`src/rtl/pipe_pkg.sv`:
```
// pipe_pkg: shared control-bundle layout, NOP word and per-stage widths
// for the pipe_stage_reg pipeline registers.
package pipe_pkg;

    localparam int unsigned CTRL_W_DEF = 12;

    localparam int unsigned ALUOP_LSB    = 0;
    localparam int unsigned ALUOP_W      = 5;
    localparam int unsigned BRANCH_BIT   = 5;
    localparam int unsigned MEMWRITE_BIT = 6;
    localparam int unsigned MEMREAD_BIT  = 7;
    localparam int unsigned REGWRITE_BIT = 8;
    localparam int unsigned MEMTOREG_BIT = 9;
    localparam int unsigned ALUSRC_BIT   = 10;
    localparam int unsigned REGDST_BIT   = 11;

    localparam logic [ALUOP_W-1:0] ALUOP_NOP = 5'b11111;

    // All enables low, ALUOp parked on its NOP encoding.
    localparam logic [CTRL_W_DEF-1:0] CTRL_NOP_DEF = {7'b0, ALUOP_NOP};

    localparam int unsigned ID_EX_DATA_W  = 64;
    localparam int unsigned EX_MEM_DATA_W = 64;
    localparam int unsigned MEM_WB_DATA_W = 64;

    typedef struct packed {
        logic               reg_dst;
        logic               alu_src;
        logic               mem_to_reg;
        logic               reg_write;
        logic               mem_read;
        logic               mem_write;
        logic               branch;
        logic [ALUOP_W-1:0] alu_op;
    } ctrl_t;

endpackage

```
`src/rtl/pipe_skid_buf.sv`:
```
// pipe_skid_buf: one-entry skid storage behind the main stage entry;
// in_ready is taken straight from the skid valid flop.
module pipe_skid_buf
    import pipe_pkg::*;
#(
    parameter int unsigned DATA_W = ID_EX_DATA_W,
    parameter int unsigned CTRL_W = CTRL_W_DEF,
    parameter logic [CTRL_W-1:0] CTRL_NOP = CTRL_W'(CTRL_NOP_DEF)
) (
    input  logic              clk,
    input  logic              rst_n,
    input  logic              flush_i,
    input  logic              load_i,
    input  logic              drain_i,
    input  logic [DATA_W-1:0] data_i,
    input  logic [CTRL_W-1:0] ctrl_i,
    output logic              valid_o,
    output logic [DATA_W-1:0] data_o,
    output logic [CTRL_W-1:0] ctrl_o,
    output logic              ready_o
);

    logic              valid_q, valid_d;
    logic [DATA_W-1:0] data_q, data_d;
    logic [CTRL_W-1:0] ctrl_q, ctrl_d;

    always_comb begin
        valid_d = valid_q;
        data_d  = data_q;
        ctrl_d  = ctrl_q;
        if (flush_i || drain_i) begin
            valid_d = 1'b0;
            data_d  = '0;
            ctrl_d  = CTRL_NOP;
        end else if (load_i) begin
            valid_d = 1'b1;
            data_d  = data_i;
            ctrl_d  = ctrl_i;
        end
    end

    always_ff @(posedge clk or negedge rst_n) begin
        if (!rst_n) begin
            valid_q <= 1'b0;
            data_q  <= '0;
            ctrl_q  <= CTRL_NOP;
        end else begin
            valid_q <= valid_d;
            data_q  <= data_d;
            ctrl_q  <= ctrl_d;
        end
    end

    assign valid_o = valid_q;
    assign data_o  = data_q;
    assign ctrl_o  = ctrl_q;
    assign ready_o = !valid_q;

endmodule

```
`src/rtl/pipe_stage_reg.sv`:
```
// pipe_stage_reg: valid/ready pipeline stage register with flush and NOP
// bubbles; define PIPE_SKID_EN for the two-entry registered-ready variant.
module pipe_stage_reg
    import pipe_pkg::*;
#(
    parameter int unsigned DATA_W = ID_EX_DATA_W,
    parameter int unsigned CTRL_W = CTRL_W_DEF,
    parameter logic [CTRL_W-1:0] CTRL_NOP = CTRL_W'(CTRL_NOP_DEF)
) (
    input  logic              clk,
    input  logic              rst,
    input  logic              flush,
    input  logic              in_valid,
    output logic              in_ready,
    input  logic [DATA_W-1:0] in_data,
    input  logic [CTRL_W-1:0] in_ctrl,
    output logic              out_valid,
    input  logic              out_ready,
    output logic [DATA_W-1:0] out_data,
    output logic [CTRL_W-1:0] out_ctrl,
    output logic [1:0]        occupancy
);

    logic              m_valid_q, m_valid_d;
    logic [DATA_W-1:0] m_data_q, m_data_d;
    logic [CTRL_W-1:0] m_ctrl_q, m_ctrl_d;

    logic              s_valid;
    logic [DATA_W-1:0] s_data;
    logic [CTRL_W-1:0] s_ctrl;

    logic out_xfer;
    logic in_xfer;
    logic m_take;

    assign out_xfer = m_valid_q && out_ready;
    assign in_xfer  = in_valid && in_ready;
    assign m_take   = !m_valid_q || out_xfer;

`ifdef PIPE_SKID_EN
    logic s_load;
    logic s_drain;

    // S only fills when M is stuck; it drains whenever M frees up.
    assign s_load  = !m_take && in_xfer;
    assign s_drain = m_take && s_valid;

    pipe_skid_buf #(
        .DATA_W   (DATA_W),
        .CTRL_W   (CTRL_W),
        .CTRL_NOP (CTRL_NOP)
    ) u_skid (
        .clk      (clk),
        .rst_n    (rst),
        .flush_i  (flush),
        .load_i   (s_load),
        .drain_i  (s_drain),
        .data_i   (in_data),
        .ctrl_i   (in_ctrl),
        .valid_o  (s_valid),
        .data_o   (s_data),
        .ctrl_o   (s_ctrl),
        .ready_o  (in_ready)
    );
`else
    assign s_valid  = 1'b0;
    assign s_data   = '0;
    assign s_ctrl   = CTRL_NOP;
    assign in_ready = !m_valid_q || out_ready;
`endif

    always_comb begin
        m_valid_d = m_valid_q;
        m_data_d  = m_data_q;
        m_ctrl_d  = m_ctrl_q;
        if (flush) begin
            m_valid_d = 1'b0;
            m_data_d  = '0;
            m_ctrl_d  = CTRL_NOP;
        end else if (m_take) begin
            if (s_valid) begin
                m_valid_d = 1'b1;
                m_data_d  = s_data;
                m_ctrl_d  = s_ctrl;
            end else if (in_xfer) begin
                m_valid_d = 1'b1;
                m_data_d  = in_data;
                m_ctrl_d  = in_ctrl;
            end else begin
                m_valid_d = 1'b0;
                m_data_d  = '0;
                m_ctrl_d  = CTRL_NOP;
            end
        end
    end

    always_ff @(posedge clk or negedge rst) begin
        if (!rst) begin
            m_valid_q <= 1'b0;
            m_data_q  <= '0;
            m_ctrl_q  <= CTRL_NOP;
        end else begin
            m_valid_q <= m_valid_d;
            m_data_q  <= m_data_d;
            m_ctrl_q  <= m_ctrl_d;
        end
    end

    assign out_valid = m_valid_q;
    assign out_data  = m_data_q;
    assign out_ctrl  = m_ctrl_q;
    assign occupancy = {1'b0, m_valid_q} + {1'b0, s_valid};

endmodule

```
`config.mk`:
```
export PLATFORM = sky130hd
export DESIGN_NAME = pipe_stage_reg
export DESIGN_NICKNAME = d
export VERILOG_FILES = /design/src/rtl/pipe_pkg.sv /design/src/rtl/pipe_skid_buf.sv /design/src/rtl/pipe_stage_reg.sv
export SDC_FILE = /design/constraint.sdc
export NUM_CORES = 1
export LEC_CHECK = 0
export CAP_MARGIN = 10
export CORE_ASPECT_RATIO = 0.5
export CORE_UTILIZATION = 40
export DETAILED_ROUTE_END_ITERATION = 16
export HOLD_SLACK_MARGIN = 0.03
export PLACE_DENSITY = 0.78
export REMOVE_ABC_BUFFERS = 1
export SYNTH_ARGS = -nofsm -noshare
export SYNTH_HDL_FRONTEND = slang
export SYNTH_HIERARCHICAL = 1
export SYNTH_SLANG_ARGS = --single-unit
```
`constraint.sdc`:
```
create_clock -name clk -period 3.3 [get_ports clk]
set_input_delay 0.33 -clock clk [delete_from_list [all_inputs] [get_ports clk]]
set_output_delay 0.33 -clock clk [all_outputs]
set_load 0.05 [all_outputs]
```
* Word-level counts from Yosys, hierarchy flattened *
Cells that the tools add are included.

word-level totals
  flip-flop bits (word level) = 77
  bits in latches = 0
  RAM bits = 0
  ROM bits = 0
  bits of input ports = 81
  word-level logic and storage cells = 18
  memories kept = 0

cells by class
  add/sub/neg operators = 0
  $mul = 0
  div/mod/pow operators = 0
  order comparisons = 0
  equal/unequal tests = 0
  shift operators = 0
  muxes and demuxes = 9
  bitwise operators = 0
  reduce and logical (&&, ||, !) cells = 6

operators by type and width
  cell                count
  64-bit 2-to-1 mux   3
  12-bit 2-to-1 mux   3
  1-bit 2-to-1 mux    3
  1-bit logical AND   2
  1-bit logical OR    2
  2-bit nonzero test  1
  1-bit zero test     1

* Depth between registers and ports, before layout *
  depth in word-level cells = 6
  depth in mapped cells = 7
  gate-level depth less buffers = 4

* Worst setup path before layout *
Ideal clock, no wire load.

  kind = reg2out
  start = reg m_valid_q (netlist: out_valid)
  end = out in_ready
  data arrival time = 1,257 ps
  required time = 2,970 ps
  slack = 1,713 ps
  cell stages (with the launch flop) = 5
  path buffers = 2
  cell sequence = dfrtp_1 > nor2b_4 > buf_6 > clkinv_4 > buf_2

between the ends
  cells in the longest elaborated chain, start to end = 2

ends and longest elaborated chain
  item                    RTL line               text
  from (decl)             pipe_stage_reg.sv:24   logic m_valid_q, m_valid_d;
  from (signal assigned)  pipe_stage_reg.sv:103  m_valid_q <= m_valid_d;
  1-bit zero test         pipe_stage_reg.sv:69   assign in_ready = !m_valid_q || out_ready;
  1-bit logical OR        pipe_stage_reg.sv:69
  to (decl)               pipe_stage_reg.sv:14   output logic in_ready,

Every way passes these cells.

* Worst setup path after layout *
  start = in out_ready
  end = out in_ready

between the ends
  cells in the longest elaborated chain, start to end = 1

ends and longest elaborated chain
  item              RTL line              text
  from (decl)       pipe_stage_reg.sv:18  input logic out_ready,
  1-bit logical OR  pipe_stage_reg.sv:69

Every way passes these cells.

==> PnR_summary.wiki <==
{| class="wikitable"
! Metric !! Value
|-
| WP data arrival || 1.72 ns
|-
| Routed wl met3 || 299 um
|-
| Most common cell after layout, fill and taps aside || sky130_fd_sc_hd__clkdlybuf4s50_1
|-
| Post-CTS setup buffer count || 0
|-
| Count of inserted antenna diode cells || 0
|-
| F_max || 487 MHz
|-
| Slew @ Worst Pin || 0.975 ns
|-
| H-tree depth || 3
|-
| Post-CTS sizing || 0
|-
| Type of destination of the critical path || output pin
|-
| Later-pin clock latency in the skew report || 0.33 ns
|-
| Met1 WL || 4240 um
|-
| Sum of routed wire length over all layers || 9740 um
|-
| Setup total negative slack || 0 ns
|-
| Layout area overhead || 49.7%
|-
| Syn avg cell area || 10.3 um^2
|-
| Highest routed metal layer || met4
|-
| Max-Slew Margin vs Limit || 35.0%
|-
| Share of the yosys chip area belonging to registers || 54.3%
|-
| RSZ-0062 raised after global routing || false
|-
| Total via count in the routed design || 3028
|-
| Worst-path maximum fanout || 59
|-
| Endpoint of the most critical register-to-register path || out_data[6]
|-
| Hold Path Class || in -> async
|-
| Post-Route Skew || 0.00225 ns
|-
| Number of detailed-route iterations in the first pass || 5
|-
| GRT Util Overall || 21.0%
|-
| TritonCTS clock tree || yes
|-
| Starting density of the core || 42.8%
|-
| Number of buffers created by CTS || 9
|-
| Number of warnings printed during yosys synthesis || 6
|-
| Residual DRC count || 0
|-
| Antenna violation net count after detailed routing || 0
|-
| Data required time of the worst path || 2.97 ns
|-
| Share of the clock period used by the worst path || 62.2%
|-
| Reg-to-reg slack, setup || 1.56 ns
|-
| Quantity of I/O buffers inserted on ports || 159
|-
| TritonCTS Sinks || 77
|-
| Count of state elements after synthesis || 77
|-
| Number of global-route vias before repair || 2889
|-
| Horizontal die dimension || 135 um
|-
| Number of max-cap violations || 0
|-
| Hold buffers post-CTS || 0
|-
| Design area || 5330 um^2
|-
| Fin. max-slew vios || 0
|-
| Number of violations reported at the end of detailed-routing iteration 0 || 222
|-
| Commonest cells after routing, fill and taps aside || sky130_fd_sc_hd__clkdlybuf4s50_1, sky130_fd_sc_hd__dfrtp_1, sky130_fd_sc_hd__nand2_1, sky130_fd_sc_hd__nand3_1, sky130_fd_sc_hd__a21oi_1
|-
| Cell area power density || 454 nW/um^2
|-
| Max clock buf depth || 2
|-
| Run status || completed
|-
| Reg2reg start || out_valid
|-
| Die Y || 68.7 um
|-
| Summed instance area of the synthesized netlist || 3560 um^2
|-
| Post-detailed-placement cell area || 5050 um^2
|-
| IO Count || 161
|-
| Routed wire length on met2 || 5020 um
|-
| Leakage power || 2.13 nW
|-
| Ratio of cells with drive above 1 in the final layout || 18.0%
|-
| Worst supply voltage drop on vdd || 247 uV
|-
| Via density || 5.03
|-
| HPWL reported at the end of detailed placement || 6270 um
|-
| Number of distinct standard cells referenced by the synthesized netlist || 19
|-
| Final-stage net count || 566
|-
| Start-to-end type of the worst setup path || in -> out
|-
| Overflow after GRT || 0
|-
| Number of antenna violations at the first check in global routing || 0
|-
| Pin count of the biggest net entering global routing || 78
|-
| Final-report hold violation count || 0
|-
| Clock Tree Root || sky130_fd_sc_hd__clkbuf_16
|-
| First-pass GRT wire length || 14900 um
|-
| Length in cells of the worst reg-to-reg path || 5
|-
| Reg clk slew, reported paths || 0.05 ns
|-
| Detailed-route wire length per cell || 16.2 um
|-
| Number of cells produced by synthesis || 347
|-
| Period minus WS final || 2.05 ns
|-
| FP Rows || 23
|-
| Kind of start point of the critical path || primary input
|-
| Final setup violation count || 0
|-
| GP Congestion || 0.739
|-
| Area enclosed by the die boundary || 9300 um^2
|-
| Floorplan core area || 8320 um^2
|}
[sequential cells by signal, summed over array words and instances, names as in the netlist]
register   flops
out_ctrl      12
out_data      64
out_valid      1
[cells by family (layout without fill, tap and decap cells)]
group           count (synthesis)  after routing  synth area share [%]
simple gates                  155            155                  23.9
compound gates                 76             76                  14.2
other cells                     1              1                 0.105
flops                          77             77                  54.3
buf+inv                        38            181                  7.49
[report_power, final]
group | switching, mW | internal, mW | total [mW]
clock | 0.354 | 0.550 | 0.904
combinational | 0.308 | 0.196 | 0.504
sequential | 0.0222 | 0.988 | 1.01
total | 0.684 | 1.73 | 2.42
[through the flow]
stage | instances | total power [mW] | util (%) | hold slack (ns) | setup slack, ns
3_5_place_dp | 586 | 1.53 | 60.8 | 0.511 | 1.17
3_3_place_gp | 586 | 1.53 | 60.8 | 0.505 | 1.19
4_1_cts | 602 | 2.45 | 64.1 | 0.200 | 1.24
5_1_grt | 602 | 2.51 | 64.1 | 0.254 | 1.20
6_report | 602 | 2.42 | 64.1 | 0.167 | 1.25
2_1_floorplan | 310 | 1.27 | - | 0.0344 | 0.0258
[Yosys cell counts (all sizes together)]
| library cell | number | share of area [%] |
|---|---|---|
| a21oi | 71 | 13 |
| nand3 | 71 | 14 |
| nand2 | 71 | 7.5 |
| clkinv | 1 | 0.25 |
| clkbuf | 8 | 0.84 |
| conb | 1 | 0.11 |
| nor3b | 5 | 1.1 |
| nor2b | 1 | 0.39 |
| nor2 | 7 | 0.74 |
| buf | 29 | 6.4 |
| dfrtp | 72 | 51 |
| o21bai | 5 | 1.1 |
| dfstp | 5 | 3.7 |
[per-layer routing]
| layer | vias up | global-route usage (%) |
|---|---|---|
| met2 | 69 | 36.0 |
| met1 | 1499 | 26.5 |
| met5 | - | 0 |
| li1 | 1445 | - |
| met3 | 15 | 4.61 |
| met4 | 0 | 8.29 |
[area by class of cell]
cell class                 instances  area [um^2]
clock inverter                     1         5.00
clock buffer                      15          268
sequential                        77         1930
timing repair buffer             164         1610
tap                              112          140
inverter                           1         8.76
multi-input combinational        232         1360
fill                             689         2990
[worst max-delay path by stage]
stage	start	end	cells after the start
floorplan	out_valid	out_ctrl[10]	4
detailed placement	out_ready	out_data[50]	6
global placement	out_ready	out_data[50]	6
global route	out_ready	in_ready	4
finish	out_ready	in_ready	4
CTS	out_ready	in_ready	4
[critical path, cell delays in order]
cell and delay (ns):
sky130_fd_sc_hd__clkdlybuf4s50_1 0.44, sky130_fd_sc_hd__nor2b_4 0.16, sky130_fd_sc_hd__clkinv_4 0.39, sky130_fd_sc_hd__buf_4 0.37
Power figures use the tool's default switching activity.
